### config.mk
export PLATFORM = sky130hd
export DESIGN_NAME = ibex_pmp_csr_ctrl
export DESIGN_NICKNAME = d
export VERILOG_FILES = /design/src/rtl/ibex_pmp_csr_ctrl.sv
export SDC_FILE = /design/constraint.sdc
export NUM_CORES = 1
export LEC_CHECK = 0
export ABC_AREA = 1
export BUFFER_PORTS_ARGS = -buffer_cell sky130_fd_sc_hd__buf_2
export CAP_MARGIN = 10
export CORE_MARGIN = 4
export CORE_UTILIZATION = 40
export CTS_BUF_LIST = sky130_fd_sc_hd__clkbuf_8
export DETAILED_ROUTE_END_ITERATION = 12
export SKIP_LAST_GASP = 1
export SLEW_MARGIN = 25
export SYNTH_ARGS = -nofsm -noshare
export SYNTH_HDL_FRONTEND = slang
export SYNTH_SLANG_ARGS = --single-unit
### constraint.sdc
create_clock -name clk_i -period 4 [get_ports clk_i]
set_input_delay 0.2 -clock clk_i [delete_from_list [all_inputs] [get_ports clk_i]]
set_output_delay 0.2 -clock clk_i [all_outputs]
set_load 0.01 [all_outputs]
### src/rtl/ibex_pmp_csr_ctrl.sv
// PMP CSR owner: pmpcfg/pmpaddr/mseccfg storage with lock, WARL and Smepmp write rules,
// a one-cycle request/ack CSR port, and registered configuration for the PMP checker.

package ibex_pmp_csr_ctrl_pkg;

  typedef struct packed {
    logic       lock;
    logic [1:0] mode;
    logic       exec;
    logic       write;
    logic       read;
  } pmp_cfg_t;

  typedef struct packed {
    logic rlb;
    logic mmwp;
    logic mml;
  } pmp_mseccfg_t;

  localparam logic [1:0] PMP_MODE_OFF   = 2'b00;
  localparam logic [1:0] PMP_MODE_TOR   = 2'b01;
  localparam logic [1:0] PMP_MODE_NA4   = 2'b10;
  localparam logic [1:0] PMP_MODE_NAPOT = 2'b11;

endpackage

module ibex_pmp_csr_ctrl
  import ibex_pmp_csr_ctrl_pkg::*;
#(
  parameter int unsigned PMPGranularity = 0,
  parameter int unsigned PMPNumRegions  = 4
) (
  input  logic               clk_i,
  input  logic               rst_i,
  input  logic               csr_req_i,
  input  logic               csr_we_i,
  input  logic [11:0]        csr_addr_i,
  input  logic [31:0]        csr_wdata_i,
  output logic               csr_ack_o,
  output logic [31:0]        csr_rdata_o,
  output logic               csr_err_o,
  output pmp_cfg_t           csr_pmp_cfg_o     [PMPNumRegions],
  output logic [33:0]        csr_pmp_addr_o    [PMPNumRegions],
  output pmp_mseccfg_t       csr_pmp_mseccfg_o
);

  localparam int unsigned AddrW = 32;

  function automatic logic [AddrW-1:0] low_mask(int unsigned n);
    logic [AddrW-1:0] m;
    m = '0;
    for (int unsigned i = 0; i < AddrW; i++) begin
      if (i < n) m[i] = 1'b1;
    end
    return m;
  endfunction

  localparam logic [AddrW-1:0] OffMask   = low_mask(PMPGranularity);
  localparam logic [AddrW-1:0] NapotMask =
      low_mask((PMPGranularity >= 2) ? (PMPGranularity - 1) : 0);

  pmp_cfg_t         cfg_q   [PMPNumRegions];
  pmp_cfg_t         cfg_d   [PMPNumRegions];
  logic [AddrW-1:0] addr_q  [PMPNumRegions];
  logic [AddrW-1:0] addr_d  [PMPNumRegions];
  pmp_mseccfg_t     msec_q, msec_d;
  logic             ack_q, err_q;
  logic [31:0]      rdata_q;

  logic             is_cfg, is_addr, is_msec, is_msech;
  logic             hit_c;
  logic [31:0]      rdata_c;
  logic             any_lock;
  logic [PMPNumRegions:0]   tor_lock;
  logic [PMPNumRegions-1:0] addr_locked;
  logic             wr_en;

  function automatic logic [7:0] cfg_to_byte(pmp_cfg_t c);
    return {c.lock, 2'b00, c.mode, c.exec, c.write, c.read};
  endfunction

  // One cfg byte against the state at the start of the cycle; a rejected byte keeps its value.
  function automatic pmp_cfg_t cfg_wr(pmp_cfg_t old, logic [7:0] b, logic rlb, logic mml);
    pmp_cfg_t   n;
    logic [2:0] rwx;
    n   = {b[7], b[4:3], b[2], b[1], b[0]};
    rwx = {b[0], b[1], b[2]};
    if (old.lock && !rlb) return old;
    if (!mml && !b[0] && b[1]) return old;
    if (mml && !rlb && b[7] &&
        (rwx == 3'b001 || rwx == 3'b101 || rwx == 3'b010 || rwx == 3'b011)) return old;
    if (PMPGranularity != 0 && n.mode == PMP_MODE_NA4) n.mode = PMP_MODE_OFF;
    return n;
  endfunction

  function automatic logic [AddrW-1:0] addr_rd(logic [AddrW-1:0] a, logic [1:0] mode);
    if (PMPGranularity == 0) return a;
    if (mode == PMP_MODE_NAPOT) return a | NapotMask;
    if (!mode[1]) return a & ~OffMask;
    return a;
  endfunction

  assign is_cfg   = (csr_addr_i[11:2] == 10'h0E8);
  assign is_addr  = (csr_addr_i[11:4] == 8'h3B);
  assign is_msec  = (csr_addr_i == 12'h747);
  assign is_msech = (csr_addr_i == 12'h757);
  assign hit_c    = is_cfg | is_addr | is_msec | is_msech;
  assign wr_en    = csr_req_i & csr_we_i;

  // Lock summary: any locked region, and locked TOR regions that also protect the address below.
  always_comb begin
    any_lock    = 1'b0;
    tor_lock    = '0;
    addr_locked = '0;
    for (int unsigned r = 0; r < PMPNumRegions; r++) begin
      any_lock    = any_lock | cfg_q[r].lock;
      tor_lock[r] = cfg_q[r].lock && (cfg_q[r].mode == PMP_MODE_TOR);
    end
    for (int unsigned r = 0; r < PMPNumRegions; r++) begin
      addr_locked[r] = !msec_q.rlb && (cfg_q[r].lock || tor_lock[r+1]);
    end
  end

  // Read mux returns the pre-write value of the addressed CSR.
  always_comb begin
    rdata_c = '0;
    if (is_cfg) begin
      for (int unsigned r = 0; r < PMPNumRegions; r++) begin
        if (csr_addr_i[1:0] == 2'(r / 4)) rdata_c[8*(r%4) +: 8] = cfg_to_byte(cfg_q[r]);
      end
    end else if (is_addr) begin
      for (int unsigned r = 0; r < PMPNumRegions; r++) begin
        if (csr_addr_i[3:0] == 4'(r)) rdata_c = addr_rd(addr_q[r], cfg_q[r].mode);
      end
    end else if (is_msec) begin
      rdata_c = {29'b0, msec_q.rlb, msec_q.mmwp, msec_q.mml};
    end
  end

  always_comb begin
    cfg_d  = cfg_q;
    addr_d = addr_q;
    msec_d = msec_q;
    if (wr_en && is_cfg) begin
      for (int unsigned r = 0; r < PMPNumRegions; r++) begin
        if (csr_addr_i[1:0] == 2'(r / 4)) begin
          cfg_d[r] = cfg_wr(cfg_q[r], csr_wdata_i[8*(r%4) +: 8], msec_q.rlb, msec_q.mml);
        end
      end
    end
    if (wr_en && is_addr) begin
      for (int unsigned r = 0; r < PMPNumRegions; r++) begin
        if (csr_addr_i[3:0] == 4'(r) && !addr_locked[r]) addr_d[r] = csr_wdata_i;
      end
    end
    // mml/mmwp are sticky; rlb only moves while unlocked or already set.
    if (wr_en && is_msec) begin
      msec_d.mml  = msec_q.mml  | csr_wdata_i[0];
      msec_d.mmwp = msec_q.mmwp | csr_wdata_i[1];
      if (msec_q.rlb || !any_lock) msec_d.rlb = csr_wdata_i[2];
    end
  end

  always_ff @(posedge clk_i) begin
    if (rst_i) begin
      cfg_q   <= '{default: '0};
      addr_q  <= '{default: '0};
      msec_q  <= '0;
      ack_q   <= 1'b0;
      err_q   <= 1'b0;
      rdata_q <= '0;
    end else begin
      cfg_q   <= cfg_d;
      addr_q  <= addr_d;
      msec_q  <= msec_d;
      ack_q   <= csr_req_i;
      err_q   <= csr_req_i & ~hit_c;
      rdata_q <= csr_req_i ? rdata_c : 32'h0;
    end
  end

  assign csr_ack_o         = ack_q;
  assign csr_err_o         = err_q;
  assign csr_rdata_o       = rdata_q;
  assign csr_pmp_cfg_o     = cfg_q;
  assign csr_pmp_mseccfg_o = msec_q;

  for (genvar g = 0; g < PMPNumRegions; g++) begin : g_addr_out
    assign csr_pmp_addr_o[g] = {addr_q[g], 2'b00};
  end

endmodule

---- After elaboration in Yosys (flattened, before gate mapping) ----
Index checks and enable logic that the tools add are counted.
word-level totals
  register bits after elaboration ......... 189
  input bits .............................. 48
  output and inout port bits .............. 197
cells by class
  equality and inequality tests ........... 30
  muxes and demuxes ....................... 83
  reduce and logical (&&, ||, !) cells .... 73
  bitwise logic cells ..................... 12
operators by type and width
  cell                    count
  $mux W32                6
  $mux W6                 24
  $mux W1                 48
  $logic_and A1 B1 Y1     34
  $mux W8                 4
  $eq A12 B11 Y1 const B  2
  $eq A3 B2 Y1 const B    8
  $logic_or A1 B1 Y1      16
  $ne A4 B4 Y1 const B    4
  $eq A3 B1 Y1 const B    4
  $eq A3 B3 Y1 const B    4
  $reduce_and A3 Y1       4
  $logic_not A1 Y1        11
  $eq A10 B8 Y1 const B   1
  $reduce_and A2 Y1       5
  $eq A4 B2 Y1 const B    2
  $eq A8 B6 Y1 const B    1
  $or A1 B1 Y1            8
  $eq A2 B1 Y1 const B    3
  $eq A4 B1 Y1 const B    1
  $logic_not A4 Y1        1
  $mux W3                 1
  $and A1 B1 Y1           2
  $logic_not A2 Y1        1
  2 further kinds         3

---- Longest topological paths before layout ----
Gate-level depths: netlist of the first run.
  depth after elaboration ................. 15
  mapped depth ............................ 10

---- Worst setup path after synthesis of the first run ----
OpenSTA, ideal clock, no wires.
  kind .................................... register to register
  start ................................... register msec_q (netlist bit csr_pmp_mseccfg_o[2])
  end ..................................... register addr_q (netlist bit csr_pmp_addr_o[104])
  clock period less this slack ............ 1493 ps
  required time ........................... 3888 ps
  path buffers ............................ 2
  slack ................................... 2507 ps
  setup time .............................. 112 ps
  data arrival time ....................... 1381 ps
  cell stages (with the launch flop) ...... 10
  path through ............................ dfxtp_1 inv_2 nand2_1 nor3_1 nor3_4 and2_1 buf_4 buf_6 nor2_1 nor2_1
between the ends
  cells in the longest elaborated chain, start to end .. 5
ends and longest elaborated chain
  item                                RTL line  source
  start: declaration                  66        pmp_mseccfg_t msec_q, msec_d;
  start signal: assignment            175       msec_q <= msec_d;
  $logic_not A1 Y1                    120       addr_locked[r] = !msec_q.rlb && (cfg_q[r].lock || tor_lock[r+1]);
  $logic_and A1 B1 Y1                 120
  $logic_not A1 Y1                    153       if (csr_addr_i[3:0] == 4'(r) && !addr_locked[r]) addr_d[r] = csr_wdata_i;
  $logic_and A1 B1 Y1                 153
  $reduce_and A2 Y1 (no source line)  -
  end signal: assignment              174       addr_q <= addr_d;
  end: declaration                    64        logic [AddrW-1:0] addr_q [PMPNumRegions];
No other way between the ends.
A chain may end at the register's enable or synchronous reset.

---- Worst setup path in the final report of the first run ----
  start ................................... input rst_i
  end ..................................... register rdata_q[5], in the netlist csr_rdata_o[5]
between the ends
  cells in the longest elaborated chain, start to end .. 1
ends and longest elaborated chain
  item                               RTL line  source
  start: declaration                 34        input logic rst_i,
  $reduce_or A2 Y1 (no source line)  -
  end signal: assignment             178       rdata_q <= csr_req_i ? rdata_c : 32'h0;
  end: declaration                   68        logic [31:0] rdata_q;
No other way between the ends.

==> results.yml, run 1 <==
outcome:
  status: "completed"
setup_path:
  timing.rr.end: "csr_pmp_addr_o[2]"
  crit_fanout: 74
  arrival_ps: 2610
  crit_chain: "dlygate4sd3_1, buf_2, inv_4, nand2_1, nor2_1, inv_1, a41oi_1"
  worstPathRequired_ps: 4380
  path_depth: 7
  crit_family: "buffers and inverters"
  critPathSlowestCell: "inv_4"
  endpoint: "csr_rdata_o[5]"
  critPathLaunch: "rst_i"
  cpPeakStageDelay_ps: 530
  endpoint_kind: "register"
  cp_num_buf_inv: 4
  start_kind: "primary input"
  crit_type: "primary input to register"
  r2r_slack_ps: 1950
  worstReg2RegStart: "csr_pmp_mseccfg_o[2]"
  r2r_cells: 7
clock_tree:
  cts_buffers: 17
  clockBufferDepth: 2
  cts_resized: 0
  cts.clk_slew.worst_paths_ps: 110
  clock-sinks: 189
  htreeDepth: 4
  clk_latency_ps: 480
  clockRootBuffer: "clkbuf_8"
  cts_tree: "yes"
  post_cts_buffers: 0
drt:
  dr.pass1.iters: 5
  drt_iter0_markers: 595
  wl_um: 29300
  drc: 0
  ant_nets: 0
  via_count: 8442
  wire_per_inst_um: 16.8
  drt-vias-per-instance: 4.85
global_route:
  grt_max_degree: 81
  grt_use_total_pct: 24.7
  overflow: 0
  grt_pass1_vias: 7880
  antenna_found_initial: 1
  grt_pass1_wl_um: 45800
synth:
  syn_area_um2: 8340
  seq_area_frac_synth_pct: 45.4
  synth-seq-cells: 189
  synth.avg_cell_area_um2: 6.69
  yosys_warnings: 0
  ys_types: 32
  synth_cells: 1246
pwr:
  power_per_cell_area_nw_per_um2: 335
  leakagePower_nw: 5.11
  ir_drop_uv: 177
layout:
  layout-drive-gt1-share_pct: 20.9
  final_cells: 1741
  final_cell_mix: "nor2_1, nand2_1, buf_2"
  syn_to_final_growth_pct: 21.9
  diodes: 0
  final_common_cell: "nor2_1"
  nNetsFinal: 1506
  utilization_pct: 49.9
die:
  initial_core_util_pct: 40.9
  core_area_um2: 20400
  die_w_um: 152
  die-area_um2: 23200
  die_h_um: 152
  io_pins: 245
  placementRows: 52
sta:
  clock_skew_ps: 19.0
  final_max_slew_viol_count: 0
  rsz0062_at_grt: "false"
  hold_violations: 0
  holdWs_ps: 22.7
  fin_setup_tns_ps: 0
  final.min_clock_period_ps: 2230
  maxSlewHeadroom_pct: 33.9
  period_share_pct: 55.7
  worst_slew_pin_slew_ps: 989
  fmax_ghz: 0.449
  setup_viol_count_final: 0
min_path:
  hp-start: "csr_wdata_i[11]"
  holdCritPathClass: "primary input to register"
placed_design:
  routabilityCongestion: 0.846
  dpl.cell_count: 1698
  hpwlAfterDp_um: 19400
  io_buffer_count: 236
run:
  max_cap_violations: 0
==> flip-flops by register name (all words and copies together) (netlist names) <==
register and count:
csr_pmp_mseccfg_o 3, csr_ack_o 1, csr_pmp_addr_o 128, csr_pmp_cfg_o 24, csr_err_o 1, csr_rdata_o 32
==> cell families after synthesis <==
family / Yosys count / share of synthesized area (%)
flops: 189 / 45.4
other cells: 1 / 0.0450
simple gates: 768 / 38.0
buf+inv: 164 / 8.30
compound gates: 124 / 8.23
==> metal layers <==
layer | vias up | GRT usage, % | share of wire (%)
met5 | - | 0 | 0.044
met4 | 2 | 5.61 | 1.3
met3 | 28 | 5.60 | 7.1
met2 | 306 | 41.2 | 46
met1 | 3822 | 32.7 | 45
li1 | 4284 | - | -
==> through the flow <==
step                setup slack (ps)  instance area (um2)  total power [W]
floorplan                       2510                 8360          0.00203
global route                    1570                10200          0.00352
detailed placement              1390                 9650          0.00211
global placement                1370                 9650          0.00211
CTS                             1770                10200          0.00343
finish                          1770                10200          0.00340
==> worst min-delay path by stage <==
stage	endpoint	slack, ps	depth (start not counted)
floorplan	csr_pmp_mseccfg_o[0]	270	1
global placement	csr_pmp_mseccfg_o[0]	460	2
detailed placement	csr_pmp_mseccfg_o[0]	460	2
CTS	csr_pmp_addr_o[13]	1	3
global route	csr_pmp_addr_o[22]	10	3
finish	csr_pmp_addr_o[13]	20	3
==> cells in the mapped netlist <==
| cell | number | share of area, % |
|---|---|---|
| clkbuf_1 | 43 | 1.9 |
| or2_2 | 9 | 0.68 |
| a41oi_1 | 8 | 0.84 |
| nand2_1 | 299 | 13 |
| nor2_2 | 2 | 0.15 |
| nand3_2 | 3 | 0.36 |
| clkinv_1 | 2 | 0.090 |
| nor3_1 | 2 | 0.12 |
| nor2_1 | 355 | 16 |
| o21ai_1 | 14 | 0.84 |
| and2_1 | 1 | 0.075 |
| conb_1 | 1 | 0.045 |
| a21oi_1 | 34 | 2.0 |
| nand2_2 | 1 | 0.075 |
| buf_2 | 13 | 0.78 |
| nand3_1 | 56 | 3.4 |
| nor4_1 | 1 | 0.075 |
| buf_1 | 6 | 0.27 |
| nor3_2 | 1 | 0.12 |
| buf_4 | 10 | 0.90 |
| o2111ai_1 | 4 | 0.42 |
| dfxtp_1 | 189 | 45 |
| nor2_4 | 2 | 0.27 |
| inv_1 | 83 | 3.7 |
| buf_6 | 3 | 0.41 |
| inv_2 | 4 | 0.18 |
| a21boi_0 | 1 | 0.090 |
| o21ai_0 | 56 | 3.4 |
| nand3b_1 | 32 | 2.9 |
| o211ai_1 | 7 | 0.63 |
| nand4_1 | 3 | 0.23 |
| nor3_4 | 1 | 0.20 |
==> power by group <==
part,internal (W),switching (W)
clock network,0.000586,0.000741
registers,0.00188,0.000000382
logic,0.0000592,0.000135
total,0.00253,0.000877
==> area by class of cell <==
cell class              count  area, um2
repair buffers            261       1410
clock inverters            14        153
flip-flops and latches    189       3780
clock buffers              18        248
fillers                  2111      10200
well taps                 270        338
multi-input cells         900       3890
inverters                  89        337
==> worst register-to-register path, stage by stage (launching register included) <==
cell,delay (ps)
dfxtp_1,410
inv_2,130
nand2_1,150
nand3_2,610
buf_12,450
nand2_1,90
nand2_1,50
nor2_1,110
==> what timing repair did <==
action / 4_1_cts / 5_1_grt
endpoints found under the setup margin: 0 / 0
hold buffers: 11 / 0
hold endpoints to repair: 16 / 0
Note: power is estimated with default switching activity, not from simulation.
==> run 2: changes to the inputs <==
--- a/config.mk
+++ b/config.mk
@@ -12,6 +12,7 @@
 export CORE_UTILIZATION = 40
 export CTS_BUF_LIST = sky130_fd_sc_hd__clkbuf_8
 export DETAILED_ROUTE_END_ITERATION = 12
+export PLACE_DENSITY = 0.67
 export SKIP_LAST_GASP = 1
 export SLEW_MARGIN = 25
 export SYNTH_ARGS = -nofsm -noshare
==> constraint.sdc (replaced) <==
create_clock -name clk_i -period 2 [get_ports clk_i]
set_input_delay 0.1 -clock clk_i [delete_from_list [all_inputs] [get_ports clk_i]]
set_output_delay 0.1 -clock clk_i [all_outputs]
set_load 0.01 [all_outputs]
==> run 2 against run 1 <==
  * Routed wire length up 2.3%
  * Count of clock-buffer cells in the layout up 1
  * Register-to-register slack worse by 1800 ps
  * Global-route usage grew 0.33 points
  * Critical path type is now register to register
  * Highest routed layer is now met4
==> results.yml, run 2 (synthesis results as in run 1) <==
outcome:
  status: "completed"
sta:
  final_max_slew_viol_count: 0
  fmax_ghz: 0.528
  period_share_pct: 94.7
  hold_violations: 0
  maxSlewHeadroom_pct: 63.4
  rsz0062_at_grt: "false"
  worst_slew_pin_slew_ps: 549
  final.min_clock_period_ps: 1890
  setup_slack_ps: 105
  setup_viol_count_final: 0
  clock_skew_ps: 15.5
die:
  die-area_um2: 23200
  initial_core_util_pct: 40.9
  die_h_um: 152
  core_area_um2: 20400
  placementRows: 52
  die_w_um: 152
  io_pins: 245
min_path:
  holdCritPathClass: "primary input to register"
  hold_end: "csr_err_o"
  hp-start: "csr_addr_i[3]"
  worstHoldPathCells: 5
layout:
  final_cell_mix: "nor2_1, nand2_1, buf_2"
  multi_input_area_um2: 3900
  diodes: 0
  largest_reg_flops: 128
  ff_latch_area_um2: 3780
  final_common_cell: "nor2_1"
  layout-drive-gt1-share_pct: 21.9
  final_design_area_no_fill_um2: 10600
  nFillCells: 2017
  utilization_pct: 52.2
  nNetsFinal: 1556
  syn_to_final_growth_pct: 27.6
  final_cells: 1791
setup_path:
  worstReg2RegStart: "csr_pmp_mseccfg_o[2]"
  cpMostUsedCell: "nor2_1"
  endpoint_kind: "register"
  crit_family: "simple AND/OR/NAND/NOR gates"
  cpPeakStageDelay_ps: 360
  cp_num_buf_inv: 3
  r2r_cells: 9
  start_kind: "register"
  r2r_slack_ps: 110
  critPathSlowestCell: "o21ai_0"
  crit_fanout: 21
  crit_chain: "inv_2, nand2_1, o21ai_0, nor2_1, nand2_4, inv_2, buf_4, nor2_1, nor2_1"
  timing.rr.end: "csr_pmp_addr_o[79]"
  worstPathRequired_ps: 2370
  arrival_ps: 2270
  crit_type: "register to register"
clock_tree:
  clockRootBuffer: "clkbuf_8"
  clock-sinks: 189
  cts_buffers: 17
  clk_latency_ps: 470
  htreeDepth: 4
  cts_tree: "yes"
  clockBufferDepth: 2
  post_cts_buffers: 0
  cts.clk_slew.worst_paths_ps: 100
placed_design:
  place_ws_ps: -81.4
  io_buffer_count: 236
  hpwlAfterDp_um: 20900
  dpl_cell_area_um2: 9880
  dpl.cell_count: 1724
  routabilityCongestion: 0.887
drt:
  drt-vias-per-instance: 4.92
  wire_per_inst_um: 16.8
  ant_nets: 0
  dr.pass1.iters: 6
  drc: 0
  drt_iter0_markers: 820
  wl_um: 30000
  via_count: 8811
global_route:
  grt_max_degree: 80
  grt_use_total_pct: 25.0
  antenna_found_initial: 1
  grt_pass1_wl_um: 46500
  grt_pass1_vias: 8204
  overflow: 0
pwr:
  total_power_w: 0.00684
  leakagePower_nw: 5.37
  ir_drop_uv: 426
  power_per_cell_area_nw_per_um2: 643
run:
  max_cap_violations: 0
## run 2: cell count changes in the layout (fill, tap and decap cells not counted)
cell           previous run  this run
dlygate4sd3_1            11        35
buf_4                    13        36
inv_6                     8         3
buf_12                    1         4
clkinv_4                  1         3
clkinvlp_4                0         2
clkbuf_8                 18        19
clkinv_2                  2         1
inv_1                    84        85
nand2_1                 299       298
nand2_4                   0         1
## run 2: timing repair
item	4_1_cts	5_1_grt
hold buffers	35	0
hold endpoints to repair	123	0
gates resized for setup	1	1
setup endpoints to repair	32	8
## run 2: how the worst max path moves through the flow
stage / start / end / slack, ps / depth (start not counted)
floorplan: csr_pmp_mseccfg_o[2] / csr_pmp_addr_o[104] / 510 / 9
global placement: csr_pmp_mseccfg_o[2] / csr_pmp_addr_o[74] / -70 / 8
detailed placement: csr_pmp_mseccfg_o[2] / csr_pmp_addr_o[76] / -80 / 8
CTS: csr_pmp_mseccfg_o[2] / csr_pmp_addr_o[76] / 90 / 8
global route: csr_pmp_mseccfg_o[0] / csr_pmp_cfg_o[17] / 20 / 8
finish: csr_pmp_mseccfg_o[2] / csr_pmp_addr_o[79] / 110 / 9
## run 2: through the flow
step | hold WS, ps | setup TNS (ps)
floorplan | 169 | 0
global route | 138 | 0
global placement | 373 | -1550
finish | 99.0 | 0
CTS | 57.0 | 0
detailed placement | 377 | -1780
## run 2: layout make-up
class | instances | share of cell area (%)
clock buffer | 19 | 2.46
clock inverter | 13 | 1.32
inverter | 89 | 3.16
multi-input combinational | 900 | 36.6
sequential | 189 | 35.6
tap | 270 | 3.18
timing repair buffer | 311 | 17.7
## run 2: metal layers
layer | part of all wire (%) | wire length, um | GRT usage [%]
met1 | 44 | 13100 | 33.4
met2 | 46 | 13900 | 40.9
met3 | 8.4 | 2520 | 6.08
met4 | 1.5 | 455 | 6.16
met5 | 0 | 0 | 0
## run 2: worst min-delay path: stages
cell and delay (ps):
buf_2 140, nor3_2 90, nand2_1 60, o21ai_0 70, nor2_1 80
## run 2: report_power, final
group	internal [W]	switching (W)
combinational	0.000163	0.000283
clock	0.00118	0.00144
sequential	0.00376	0.000000881
total	0.00511	0.00173
==> run 3: changes to the inputs <==
--- a/config.mk
+++ b/config.mk
@@ -8,10 +8,12 @@
 export ABC_AREA = 1
 export BUFFER_PORTS_ARGS = -buffer_cell sky130_fd_sc_hd__buf_2
 export CAP_MARGIN = 10
-export CORE_MARGIN = 4
+export CORE_ASPECT_RATIO = 1.4
+export CORE_MARGIN = 10
 export CORE_UTILIZATION = 40
 export CTS_BUF_LIST = sky130_fd_sc_hd__clkbuf_8
 export DETAILED_ROUTE_END_ITERATION = 12
+export MAX_ROUTING_LAYER = met4
 export PLACE_DENSITY = 0.67
 export SKIP_LAST_GASP = 1
 export SLEW_MARGIN = 25
==> run 3 against run 2 <==
  * First-iteration DRC count decreased by 12%
  * Combinational power decreased by 2%
  * Sequential share of layout area increased by 0.43 points
  * Register-to-register slack improved by 160 ps
  * Sequential cell count unchanged
  * Non-clock buffer count decreased by 8
  * Power decreased by 1.4%
  * Count of clock-buffer cells in the layout decreased by 1
  * Largest cell class unchanged
  * Critical path type unchanged
==> results.yml, run 3 (synthesis results as in run 1) <==
layout:
  multi_input_area_um2: 3900
  final_cell_mix: "nor2_1, nand2_1, buf_2"
  final_common_cell: "nor2_1"
  nNetsFinal: 1548
  largest_reg_flops: 128
  diodes: 0
  syn_to_final_growth_pct: 26.2
  layout-drive-gt1-share_pct: 21.7
  nFillCells: 2162
  ff_latch_area_um2: 3780
clock_tree:
  clk_latency_ps: 490
  clockRootBuffer: "clkbuf_8"
  htreeDepth: 4
  cts.clk_slew.worst_paths_ps: 100
  clockBufferDepth: 2
  cts_buffers: 17
  cts_tree: "yes"
  clock-sinks: 189
  post_cts_buffers: 0
pwr:
  netSwitchingFraction_pct: 26.3
  leakagePower_nw: 5.29
  total_power_w: 0.00674
  pwr-share-clk_pct: 37.6
  power_per_cell_area_nw_per_um2: 641
  switchingPower_w: 0.00178
  ir_drop_uv: 347
  pwr-share-seq_pct: 55.8
  pwr-share-comb_pct: 6.5
  p_int_w: 0.00496
drt:
  drc: 0
  via_count: 8805
  dr.pass1.iters: 6
  wire_per_inst_um: 17.8
  wl_um: 31400
  drt-vias-per-instance: 4.98
  drt_iter0_markers: 724
  ant_nets: 0
sta:
  final_max_slew_viol_count: 0
  period_share_pct: 86.9
  rsz0062_at_grt: "false"
  fmax_ghz: 0.575
  worst_slew_pin_slew_ps: 821
  maxSlewHeadroom_pct: 45.3
  fin_setup_tns_ps: 0
  clock_skew_ps: 23.1
  hold_violations: 0
  final.min_clock_period_ps: 1740
  setup_viol_count_final: 0
  holdWs_ps: 21.6
global_route:
  grt_use_met3_pct: 5.38
  grt_use_total_pct: 23.4
  grtUsageMet1_pct: 27.2
  overflow: 0
  use_met2_pct: 38.0
  grt_pass1_vias: 8575
  grt_most_used_layer: "met2"
  grt_max_degree: 153
  grt_pass1_wl_um: 48600
  antenna_found_initial: 0
die:
  placementRows: 62
  initial_core_util_pct: 40.7
  core_area_um2: 20500
  die_h_um: 191
  die-area_um2: 27100
  die_w_um: 142
  io_pins: 245
setup_path:
  crit_fanout: 32
  crit_type: "register to register"
  worstPathRequired_ps: 2420
  r2r_cells: 8
  start_kind: "register"
  arrival_ps: 2160
  endpoint_kind: "register"
run:
  max_cap_violations: 0
min_path:
  holdCritPathClass: "primary input to register"
  worstHoldPathCells: 5
outcome:
  status: "completed"
placed_design:
  routabilityCongestion: 0.880
  io_buffer_count: 236
  hpwlAfterDp_um: 22300
run 3: worst paths after layout:
| check | startpoint | end | slack (ps) |
|---|---|---|---|
| max | csr_pmp_mseccfg_o[2] | csr_pmp_addr_o[71] | 260 |
| min | csr_addr_i[5] | csr_err_o | 20 |
| max reg2reg | csr_pmp_mseccfg_o[2] | csr_pmp_addr_o[71] | 260 |
| min reg2reg | csr_pmp_cfg_o[2] | csr_rdata_o[26] | 470 |
run 3: power groups by stage:
stage | registers (W) | clock network, W | logic [W]
finish | 0.00376 | 0.00254 | 0.000439
global route | 0.00377 | 0.00272 | 0.000479
CTS | 0.00376 | 0.00259 | 0.000431
detailed placement | 0.00385 | 0 | 0.000380
global placement | 0.00385 | 0 | 0.000377
floorplan | 0.00385 | 0 | 0.000203
run 3: repair_timing:
action                                  4_1_cts  5_1_grt
gates resized for setup                       0        2
hold endpoints to repair                    131        0
hold buffers                                 34        0
endpoints found under the setup margin        0       10
run 3: area by class of cell:
type,instances,area share [%]
Multi-Input combinational cell,900,37.1
Sequential cell,189,36.0
Tap cell,256,3.05
Timing Repair Buffer,303,17.1
Clock inverter,14,1.28
Clock buffer,18,2.36
Inverter,89,3.20
run 3: critical path: stages (launching register included):
cell	delay (ps)
dfxtp_1	400
inv_2	120
nand2_1	120
o21ai_0	90
nor2_1	90
nand2_1	80
inv_2	540
nor2_1	100
nor2_1	130
run 3: stage by stage:
stage / area, um2 / cells / utilization, % / worst slack (ps)
3_5_place_dp: 9790 / 1703 / 47.8 / 135
5_1_grt: 10500 / 1769 / 51.4 / 42.7
3_3_place_gp: 9790 / 1703 / 47.8 / 141
6_report: 10500 / 1769 / 51.4 / 262
2_1_floorplan: 8360 / 1253 / - / 507
4_1_cts: 10500 / 1769 / 51.3 / 105
run 3: routing by layer:
layer / vias to the layer above / part of all wire, % / routed length, um
met3: 65 / 6.6 / 2070
met1: 4040 / 41 / 13000
met5: - / 0 / 0
li1: 4362 / - / -
met2: 338 / 49 / 15400
met4: 0 / 3.2 / 1000
